File: src/rtl/btn_pkg.sv
`default_nettype none
// ============================================================================
// Module      : btn_pkg
// Description : Shared timing defaults and repeat-FSM state type for the
//               button conditioning pipeline.
// Revision    : 1.0 - initial release
// ============================================================================
package btn_pkg;

    localparam int CLK_HZ                  = 12_000_000;
    localparam int DEBOUNCE_CYCLES_DEFAULT = CLK_HZ / 100;  // 10 ms
    localparam int HOLD_CYCLES_DEFAULT     = CLK_HZ / 2;    // 0.5 s
    localparam int REPEAT_CYCLES_DEFAULT   = CLK_HZ / 10;   // 100 ms

    typedef enum logic [1:0] {
        RELEASED  = 2'd0,
        HOLD_WAIT = 2'd1,
        REPEATING = 2'd2
    } rpt_state_t;

    function automatic int max_int(input int a, input int b);
        return (a > b) ? a : b;
    endfunction

endpackage
`default_nettype wire

File: src/rtl/debounce_channel.sv
`default_nettype none
// ============================================================================
// Module      : debounce_channel
// Description : One button lane: two-flop synchroniser, polarity fix,
//               debounce counter, press/release strobes and auto-repeat FSM.
// Revision    : 1.0 - initial release
// ============================================================================
module debounce_channel
    import btn_pkg::*;
#(
    parameter logic ACTIVE_LOW      = 1'b0,
    parameter int   DEBOUNCE_CYCLES = DEBOUNCE_CYCLES_DEFAULT,
    parameter int   HOLD_CYCLES     = HOLD_CYCLES_DEFAULT,
    parameter int   REPEAT_CYCLES   = REPEAT_CYCLES_DEFAULT
) (
    input  logic clk,
    input  logic rst_n,
    input  logic i_pad,
    output logic o_level,
    output logic o_press,
    output logic o_release,
    output logic o_repeat
);

    localparam int c_deb_w = $clog2(DEBOUNCE_CYCLES + 1);
    localparam int c_rpt_w = $clog2(max_int(HOLD_CYCLES, REPEAT_CYCLES) + 1);

    localparam logic [c_deb_w-1:0] c_deb_last  = c_deb_w'(DEBOUNCE_CYCLES - 1);
    localparam logic [c_rpt_w-1:0] c_hold_last = c_rpt_w'(HOLD_CYCLES - 1);
    localparam logic [c_rpt_w-1:0] c_rep_last  = c_rpt_w'(REPEAT_CYCLES - 1);

    logic               r_sync1;
    logic               r_sync2;
    logic [c_deb_w-1:0] r_deb_cnt;
    logic               r_level;
    logic               r_press;
    logic               r_release;
    logic [c_rpt_w-1:0] r_rpt_cnt;
    rpt_state_t         r_state;
    logic               r_repeat;

    logic w_s;
    logic w_differs;
    logic w_accept;
    logic w_accept_press;
    logic w_accept_release;

    // Sync flops reset to the idle pad level so the corrected sample starts at 0.
    always_ff @(posedge clk or negedge rst_n) begin
        if (!rst_n) begin
            r_sync1 <= ACTIVE_LOW;
            r_sync2 <= ACTIVE_LOW;
        end else begin
            r_sync1 <= i_pad;
            r_sync2 <= r_sync1;
        end
    end

    assign w_s              = r_sync2 ^ ACTIVE_LOW;
    assign w_differs        = (w_s != r_level);
    assign w_accept         = w_differs && (r_deb_cnt == c_deb_last);
    assign w_accept_press   = w_accept && w_s;
    assign w_accept_release = w_accept && !w_s;

    always_ff @(posedge clk or negedge rst_n) begin
        if (!rst_n) begin
            r_deb_cnt <= '0;
            r_level   <= 1'b0;
            r_press   <= 1'b0;
            r_release <= 1'b0;
        end else begin
            r_press   <= 1'b0;
            r_release <= 1'b0;
            if (!w_differs) begin
                r_deb_cnt <= '0;
            end else if (w_accept) begin
                r_deb_cnt <= '0;
                r_level   <= w_s;
                r_press   <= w_s;
                r_release <= !w_s;
            end else if (r_deb_cnt != c_deb_last) begin
                r_deb_cnt <= r_deb_cnt + 1'b1;
            end
        end
    end

    // The counter is compared against limit-1 so the strobe, being registered,
    // lands exactly HOLD/REPEAT cycles after the press strobe.
    always_ff @(posedge clk or negedge rst_n) begin
        if (!rst_n) begin
            r_state   <= RELEASED;
            r_rpt_cnt <= '0;
            r_repeat  <= 1'b0;
        end else begin
            r_repeat <= 1'b0;
            if (w_accept_release) begin
                r_state   <= RELEASED;
                r_rpt_cnt <= '0;
            end else begin
                case (r_state)
                    RELEASED: begin
                        r_rpt_cnt <= '0;
                        if (w_accept_press) begin
                            r_state <= HOLD_WAIT;
                        end
                    end
                    HOLD_WAIT: begin
                        if (r_rpt_cnt >= c_hold_last) begin
                            r_repeat  <= 1'b1;
                            r_rpt_cnt <= '0;
                            r_state   <= REPEATING;
                        end else begin
                            r_rpt_cnt <= r_rpt_cnt + 1'b1;
                        end
                    end
                    REPEATING: begin
                        if (r_rpt_cnt >= c_rep_last) begin
                            r_repeat  <= 1'b1;
                            r_rpt_cnt <= '0;
                        end else begin
                            r_rpt_cnt <= r_rpt_cnt + 1'b1;
                        end
                    end
                    default: begin
                        r_state   <= RELEASED;
                        r_rpt_cnt <= '0;
                    end
                endcase
            end
        end
    end

    assign o_level   = r_level;
    assign o_press   = r_press;
    assign o_release = r_release;
    assign o_repeat  = r_repeat;

endmodule
`default_nettype wire

File: src/rtl/button_conditioner.sv
`default_nettype none
// ============================================================================
// Module      : button_conditioner
// Description : Synchronises, debounces and edge-detects the user buttons,
//               producing clean levels, press/release and auto-repeat strobes.
// Revision    : 1.0 - initial release
// ============================================================================
module button_conditioner
    import btn_pkg::*;
#(
    parameter int               N_BTN           = 4,
    parameter logic [N_BTN-1:0] ACTIVE_LOW_MASK = 4'b1000,
    parameter int               DEBOUNCE_CYCLES = DEBOUNCE_CYCLES_DEFAULT,
    parameter int               HOLD_CYCLES     = HOLD_CYCLES_DEFAULT,
    parameter int               REPEAT_CYCLES   = REPEAT_CYCLES_DEFAULT
) (
    input  logic             CLK,
    input  logic             RST_N,
    input  logic [N_BTN-1:0] btn_in,
    output logic [N_BTN-1:0] btn_level,
    output logic [N_BTN-1:0] btn_press,
    output logic [N_BTN-1:0] btn_release,
    output logic [N_BTN-1:0] btn_repeat
);

    for (genvar i = 0; i < N_BTN; i++) begin : g_chan
        debounce_channel #(
            .ACTIVE_LOW      (ACTIVE_LOW_MASK[i]),
            .DEBOUNCE_CYCLES (DEBOUNCE_CYCLES),
            .HOLD_CYCLES     (HOLD_CYCLES),
            .REPEAT_CYCLES   (REPEAT_CYCLES)
        ) u_chan (
            .clk       (CLK),
            .rst_n     (RST_N),
            .i_pad     (btn_in[i]),
            .o_level   (btn_level[i]),
            .o_press   (btn_press[i]),
            .o_release (btn_release[i]),
            .o_repeat  (btn_repeat[i])
        );
    end

endmodule
`default_nettype wire

File: config.mk
export PLATFORM = sky130hd
export DESIGN_NAME = button_conditioner
export DESIGN_NICKNAME = d
export VERILOG_FILES = /design/src/rtl/btn_pkg.sv /design/src/rtl/debounce_channel.sv /design/src/rtl/button_conditioner.sv
export SDC_FILE = /design/constraint.sdc
export NUM_CORES = 1
export LEC_CHECK = 0
export CAP_MARGIN = 20
export CORE_MARGIN = 8
export CORE_UTILIZATION = 50
export CTS_CLUSTER_DIAMETER = 50
export DETAILED_ROUTE_END_ITERATION = 10
export GPL_TIMING_DRIVEN = 0
export PLACE_DENSITY = 0.77
export SYNTH_ARGS = -nofsm -noshare
export SYNTH_HDL_FRONTEND = slang
export SYNTH_SLANG_ARGS = --single-unit
File: constraint.sdc
create_clock -name CLK -period 4.04 [get_ports CLK]
set_clock_uncertainty 0.2 [all_clocks]
set_input_delay 1.212 -clock CLK [delete_from_list [all_inputs] [get_ports CLK]]
set_output_delay 1.212 -clock CLK [all_outputs]
set_load 0.005 [all_outputs]
==> metrics.txt <==
# TYPE chip_impl_metric gauge
chip_impl_metric{name="slew_violations",unit=""} 0
chip_impl_info{name="status",value="completed"} 1
chip_impl_metric{name="cap_violations",unit=""} 0
chip_impl_metric{name="seq_area_frac_synth",unit=""} 0.469
chip_impl_metric{name="floorplan.die_area",unit="um^2"} 25300
chip_impl_metric{name="ir_drop",unit="mV"} 0.299
chip_impl_metric{name="insertedDiodeCount",unit=""} 0
chip_impl_metric{name="htree_levels",unit=""} 4
chip_impl_metric{name="gp_congestion",unit=""} 0.825
chip_impl_info{name="grt_setup_unrepaired",value="false"} 1
chip_impl_metric{name="crit_fanout",unit=""} 3
chip_impl_metric{name="grt_overflow",unit=""} 0
chip_impl_metric{name="cts_repair_resizes",unit=""} 0
chip_impl_metric{name="period_minus_slack",unit="ns"} 2.85
chip_impl_metric{name="cp.required",unit="ns"} 2.63
chip_impl_metric{name="chipHeight",unit="um"} 159
chip_impl_metric{name="worstPathArrival",unit="ns"} 1.44
chip_impl_metric{name="setup_violations",unit=""} 0
chip_impl_metric{name="grt_start_max_net_pins",unit=""} 99
chip_impl_metric{name="yosys.cell_types.count",unit=""} 70
chip_impl_metric{name="power.clock.fraction",unit=""} 0.430
chip_impl_metric{name="postSynthNetCount",unit=""} 1066
chip_impl_metric{name="drc",unit=""} 0
chip_impl_metric{name="timing.fmax",unit="MHz"} 351
chip_impl_metric{name="drt_pass1_iterations",unit=""} 8
chip_impl_metric{name="quantity_of_hold_fixing_buffers_added_after_cts",unit=""} 0
chip_impl_metric{name="synthArstFlopShare",unit=""} 1.00
chip_impl_metric{name="vias_per_cell",unit=""} 5.63
chip_impl_metric{name="placed_instance_area",unit="um^2"} 10800
chip_impl_metric{name="synth.avg_cell_area",unit="um^2"} 9.85
chip_impl_metric{name="worst-slew-pin-transition",unit="ns"} 0.865
chip_impl_metric{name="io-pin-count",unit=""} 22
chip_impl_metric{name="first_global_vias",unit=""} 7657
chip_impl_metric{name="finalNetCount",unit=""} 1108
chip_impl_metric{name="place.detailed.hpwl",unit="um"} 13000
chip_impl_metric{name="internal_power",unit="uW"} 2780
chip_impl_metric{name="detail_route.iter0.violations",unit=""} 441
chip_impl_metric{name="route.antenna.remaining_nets",unit=""} 0
chip_impl_metric{name="clock_latency",unit="ns"} 0.43
chip_impl_metric{name="power.leakage",unit="uW"} 0.00443
chip_impl_metric{name="relSlewSlack",unit=""} 0.419
chip_impl_metric{name="rows",unit=""} 52
chip_impl_metric{name="tns",unit="ns"} 0
chip_impl_metric{name="wire_length_of_the_first_global_routing_pass",unit="um"} 35400
chip_impl_info{name="layout_commonest_cell",value="sky130_fd_sc_hd__dfrtp_1"} 1
chip_impl_metric{name="wire_per_inst",unit="um"} 14.2
chip_impl_metric{name="synth_enable_flop_cells",unit=""} 0
chip_impl_metric{name="report.final.hold_viol_count",unit=""} 0
chip_impl_metric{name="grt_antenna_before_repair",unit=""} 0
chip_impl_metric{name="post_cts.repair.setup_buffers",unit=""} 0
chip_impl_metric{name="p_per_area",unit="nW/um^2"} 313
chip_impl_info{name="timing.critical_path.from_type",value="flip-flop"} 1
chip_impl_metric{name="power.switching",unit="uW"} 782
chip_impl_metric{name="track_usage",unit=""} 0.160
chip_impl_metric{name="clk_pin_slew_worst_paths",unit="ns"} 0.07
chip_impl_metric{name="start_util",unit=""} 0.508
chip_impl_metric{name="whs",unit="ns"} 0.153
chip_impl_metric{name="yosysWarningCount",unit=""} 0
chip_impl_info{name="synth_top_flop_cell",value="sky130_fd_sc_hd__dfrtp_1"} 1
chip_impl_info{name="mostFrequentLayoutCells",value="190 x sky130_fd_sc_hd__dfrtp_1, 109 x sky130_fd_sc_hd__nor2_1, 78 x sky130_fd_sc_hd__a211oi_1, 75 x sky130_fd_sc_hd__xor2_1, 73 x sky130_fd_sc_hd__xnor2_1"} 1
chip_impl_info{name="worstSetupEndpointType",value="output port"} 1
chip_impl_info{name="crit_type",value="reg -> out"} 1
chip_impl_metric{name="final_layout_size_suffix_gt1_frac",unit=""} 0.0785
chip_impl_metric{name="syn-cell-area",unit="um^2"} 10200
chip_impl_metric{name="stdcell_area",unit="um^2"} 11400
chip_impl_metric{name="clock_sinks",unit=""} 192
chip_impl_info{name="worst_hold_path_type",value="reg -> reg"} 1
chip_impl_info{name="clock_tree.root_cell",value="sky130_fd_sc_hd__clkbuf_16"} 1
chip_impl_metric{name="final.period_utilization",unit=""} 0.705
chip_impl_metric{name="core_area",unit="um^2"} 20200
chip_impl_metric{name="part_of_the_power_in_combinational_logic",unit=""} 0.022
chip_impl_metric{name="route.vias.total",unit=""} 7683
chip_impl_metric{name="areaGrowthSynthToFinish",unit="%"} 10.8
chip_impl_info{name="cts_tree",value="built"} 1
chip_impl_metric{name="cts_buffer_depth",unit=""} 2
chip_impl_metric{name="die_width",unit="um"} 159
chip_impl_metric{name="drt_wl_total",unit="um"} 19300
chip_impl_metric{name="synth_cells",unit=""} 1040
chip_impl_metric{name="yosys_register_bits",unit=""} 192
chip_impl_metric{name="sequentialPowerShare",unit=""} 0.548
chip_impl_metric{name="cts_buffers",unit=""} 17
chip_impl_metric{name="numPortBuffers",unit=""} 21
chip_impl_metric{name="sw_frac_of_total",unit=""} 0.220
-- kinds of logic (layout without fill, tap and decap cells) --
| family | after synthesis | after routing | synth area share |
|---|---|---|---|
| fa+ha+maj | 20 | 20 | 0.0244 |
| flops | 192 | 192 | 0.469 |
| compound gates | 169 | 169 | 0.115 |
| xor+xnor | 148 | 148 | 0.127 |
| simple gates | 420 | 420 | 0.218 |
| mux | 4 | 4 | 0.00403 |
| buf+inv | 87 | 142 | 0.0429 |
-- worst paths after layout --
check	from	to	slack [ns]	cells past startpoint
max in group asynchronous	RST_N	g_chan[3].u_chan.o_release$_DFF_PN0_	2.16	2
hold / removal	g_chan[2].u_chan.r_sync1$_DFF_PN0_	g_chan[2].u_chan.r_sync2$_DFF_PN0_	0.15	0
setup / recovery	g_chan[0].u_chan.o_level$_DFFE_PN0P_	btn_level[0]	1.19	2
setup reg to reg	g_chan[0].u_chan.r_deb_cnt[0]$_DFFE_PN0P_	g_chan[0].u_chan.r_rpt_cnt[17]$_DFF_PN0_	1.39	7
hold reg to reg	g_chan[2].u_chan.r_sync1$_DFF_PN0_	g_chan[2].u_chan.r_sync2$_DFF_PN0_	0.15	0
min in group asynchronous	RST_N	g_chan[2].u_chan.o_repeat$_DFF_PN0_	0.58	1
-- layer usage --
layer  track usage  wire length [um]  up-vias
met5             0                 0        -
met4        0.0506               235        0
met3        0.0282               416       21
met2         0.260              9240       80
met1         0.214              9420     3769
li1              -                 -     3813
-- critical path, cell delays in order, from the launching register on --
cell	delay [ns]
sky130_fd_sc_hd__dfrtp_1	0.40
sky130_fd_sc_hd__buf_4	0.12
sky130_fd_sc_hd__clkdlybuf4s50_1	0.49
-- cell type report --
cell class                 count  area (um^2)
fill                        1758         8820
multi-input combinational    761         5000
sequential                   192         4810
clock buffer                  23          468
tap                          270          338
buffer                        52          308
timing repair buffer          23          248
inverter                      35          131
clock inverter                 9         57.6
-- through the flow --
stage,power [uW],worst slack [ns],cells,util
floorplan,2010,1.76,1040,-
global route,3690,1.13,1365,0.563
finish,3560,1.19,1365,0.563
CTS,3600,1.17,1364,0.563
detailed placement,2070,1.41,1332,0.537
global placement,2060,-6.35,1331,0.535
-- flip-flops by register name, summed over array words and instances (netlist names) --
signal                   cells
g_chan.u_chan.r_sync1        4
g_chan.u_chan.o_repeat       4
g_chan.u_chan.r_deb_cnt     68
g_chan.u_chan.o_press        4
g_chan.u_chan.r_state        8
g_chan.u_chan.r_rpt_cnt     92
g_chan.u_chan.o_level        4
g_chan.u_chan.r_sync2        4
g_chan.u_chan.o_release      4
-- cell usage after synthesis (4+ instances only) --
cell | instances | share of area
sky130_fd_sc_hd__clkbuf_1 | 12 | 0.0044
sky130_fd_sc_hd__buf_6 | 4 | 0.0044
sky130_fd_sc_hd__nor3b_1 | 4 | 0.0029
sky130_fd_sc_hd__xnor2_1 | 73 | 0.062
sky130_fd_sc_hd__nor2_1 | 109 | 0.040
sky130_fd_sc_hd__nand2_1 | 65 | 0.024
sky130_fd_sc_hd__and4_1 | 7 | 0.0060
sky130_fd_sc_hd__nand3_1 | 71 | 0.035
sky130_fd_sc_hd__a211oi_1 | 78 | 0.057
sky130_fd_sc_hd__o21ai_0 | 15 | 0.0073
sky130_fd_sc_hd__a21oi_1 | 33 | 0.016
sky130_fd_sc_hd__and2_1 | 9 | 0.0055
sky130_fd_sc_hd__nand4_1 | 34 | 0.021
sky130_fd_sc_hd__xor2_1 | 75 | 0.064
sky130_fd_sc_hd__ha_1 | 20 | 0.024
sky130_fd_sc_hd__dfrtp_1 | 190 | 0.46
sky130_fd_sc_hd__a21o_1 | 6 | 0.0044
sky130_fd_sc_hd__buf_4 | 16 | 0.012
sky130_fd_sc_hd__or4_1 | 6 | 0.0044
sky130_fd_sc_hd__nor3_1 | 26 | 0.013
sky130_fd_sc_hd__inv_1 | 35 | 0.013
sky130_fd_sc_hd__nor4_1 | 29 | 0.018
sky130_fd_sc_hd__a21boi_0 | 4 | 0.0029
sky130_fd_sc_hd__buf_2 | 18 | 0.0088
sky130_fd_sc_hd__and3_1 | 24 | 0.015
sky130_fd_sc_hd__o211ai_1 | 4 | 0.0029
-- power groups by stage --
stage	Combinational [uW]	Clock [uW]	Sequential [uW]
2_1_floorplan	29.4	0	1980
3_3_place_gp	78.2	0	1990
3_5_place_dp	83.2	0	1990
4_1_cts	83.6	1570	1950
5_1_grt	95.3	1640	1950
6_report	79.0	1530	1950
(Power assumes the default switching activity.)
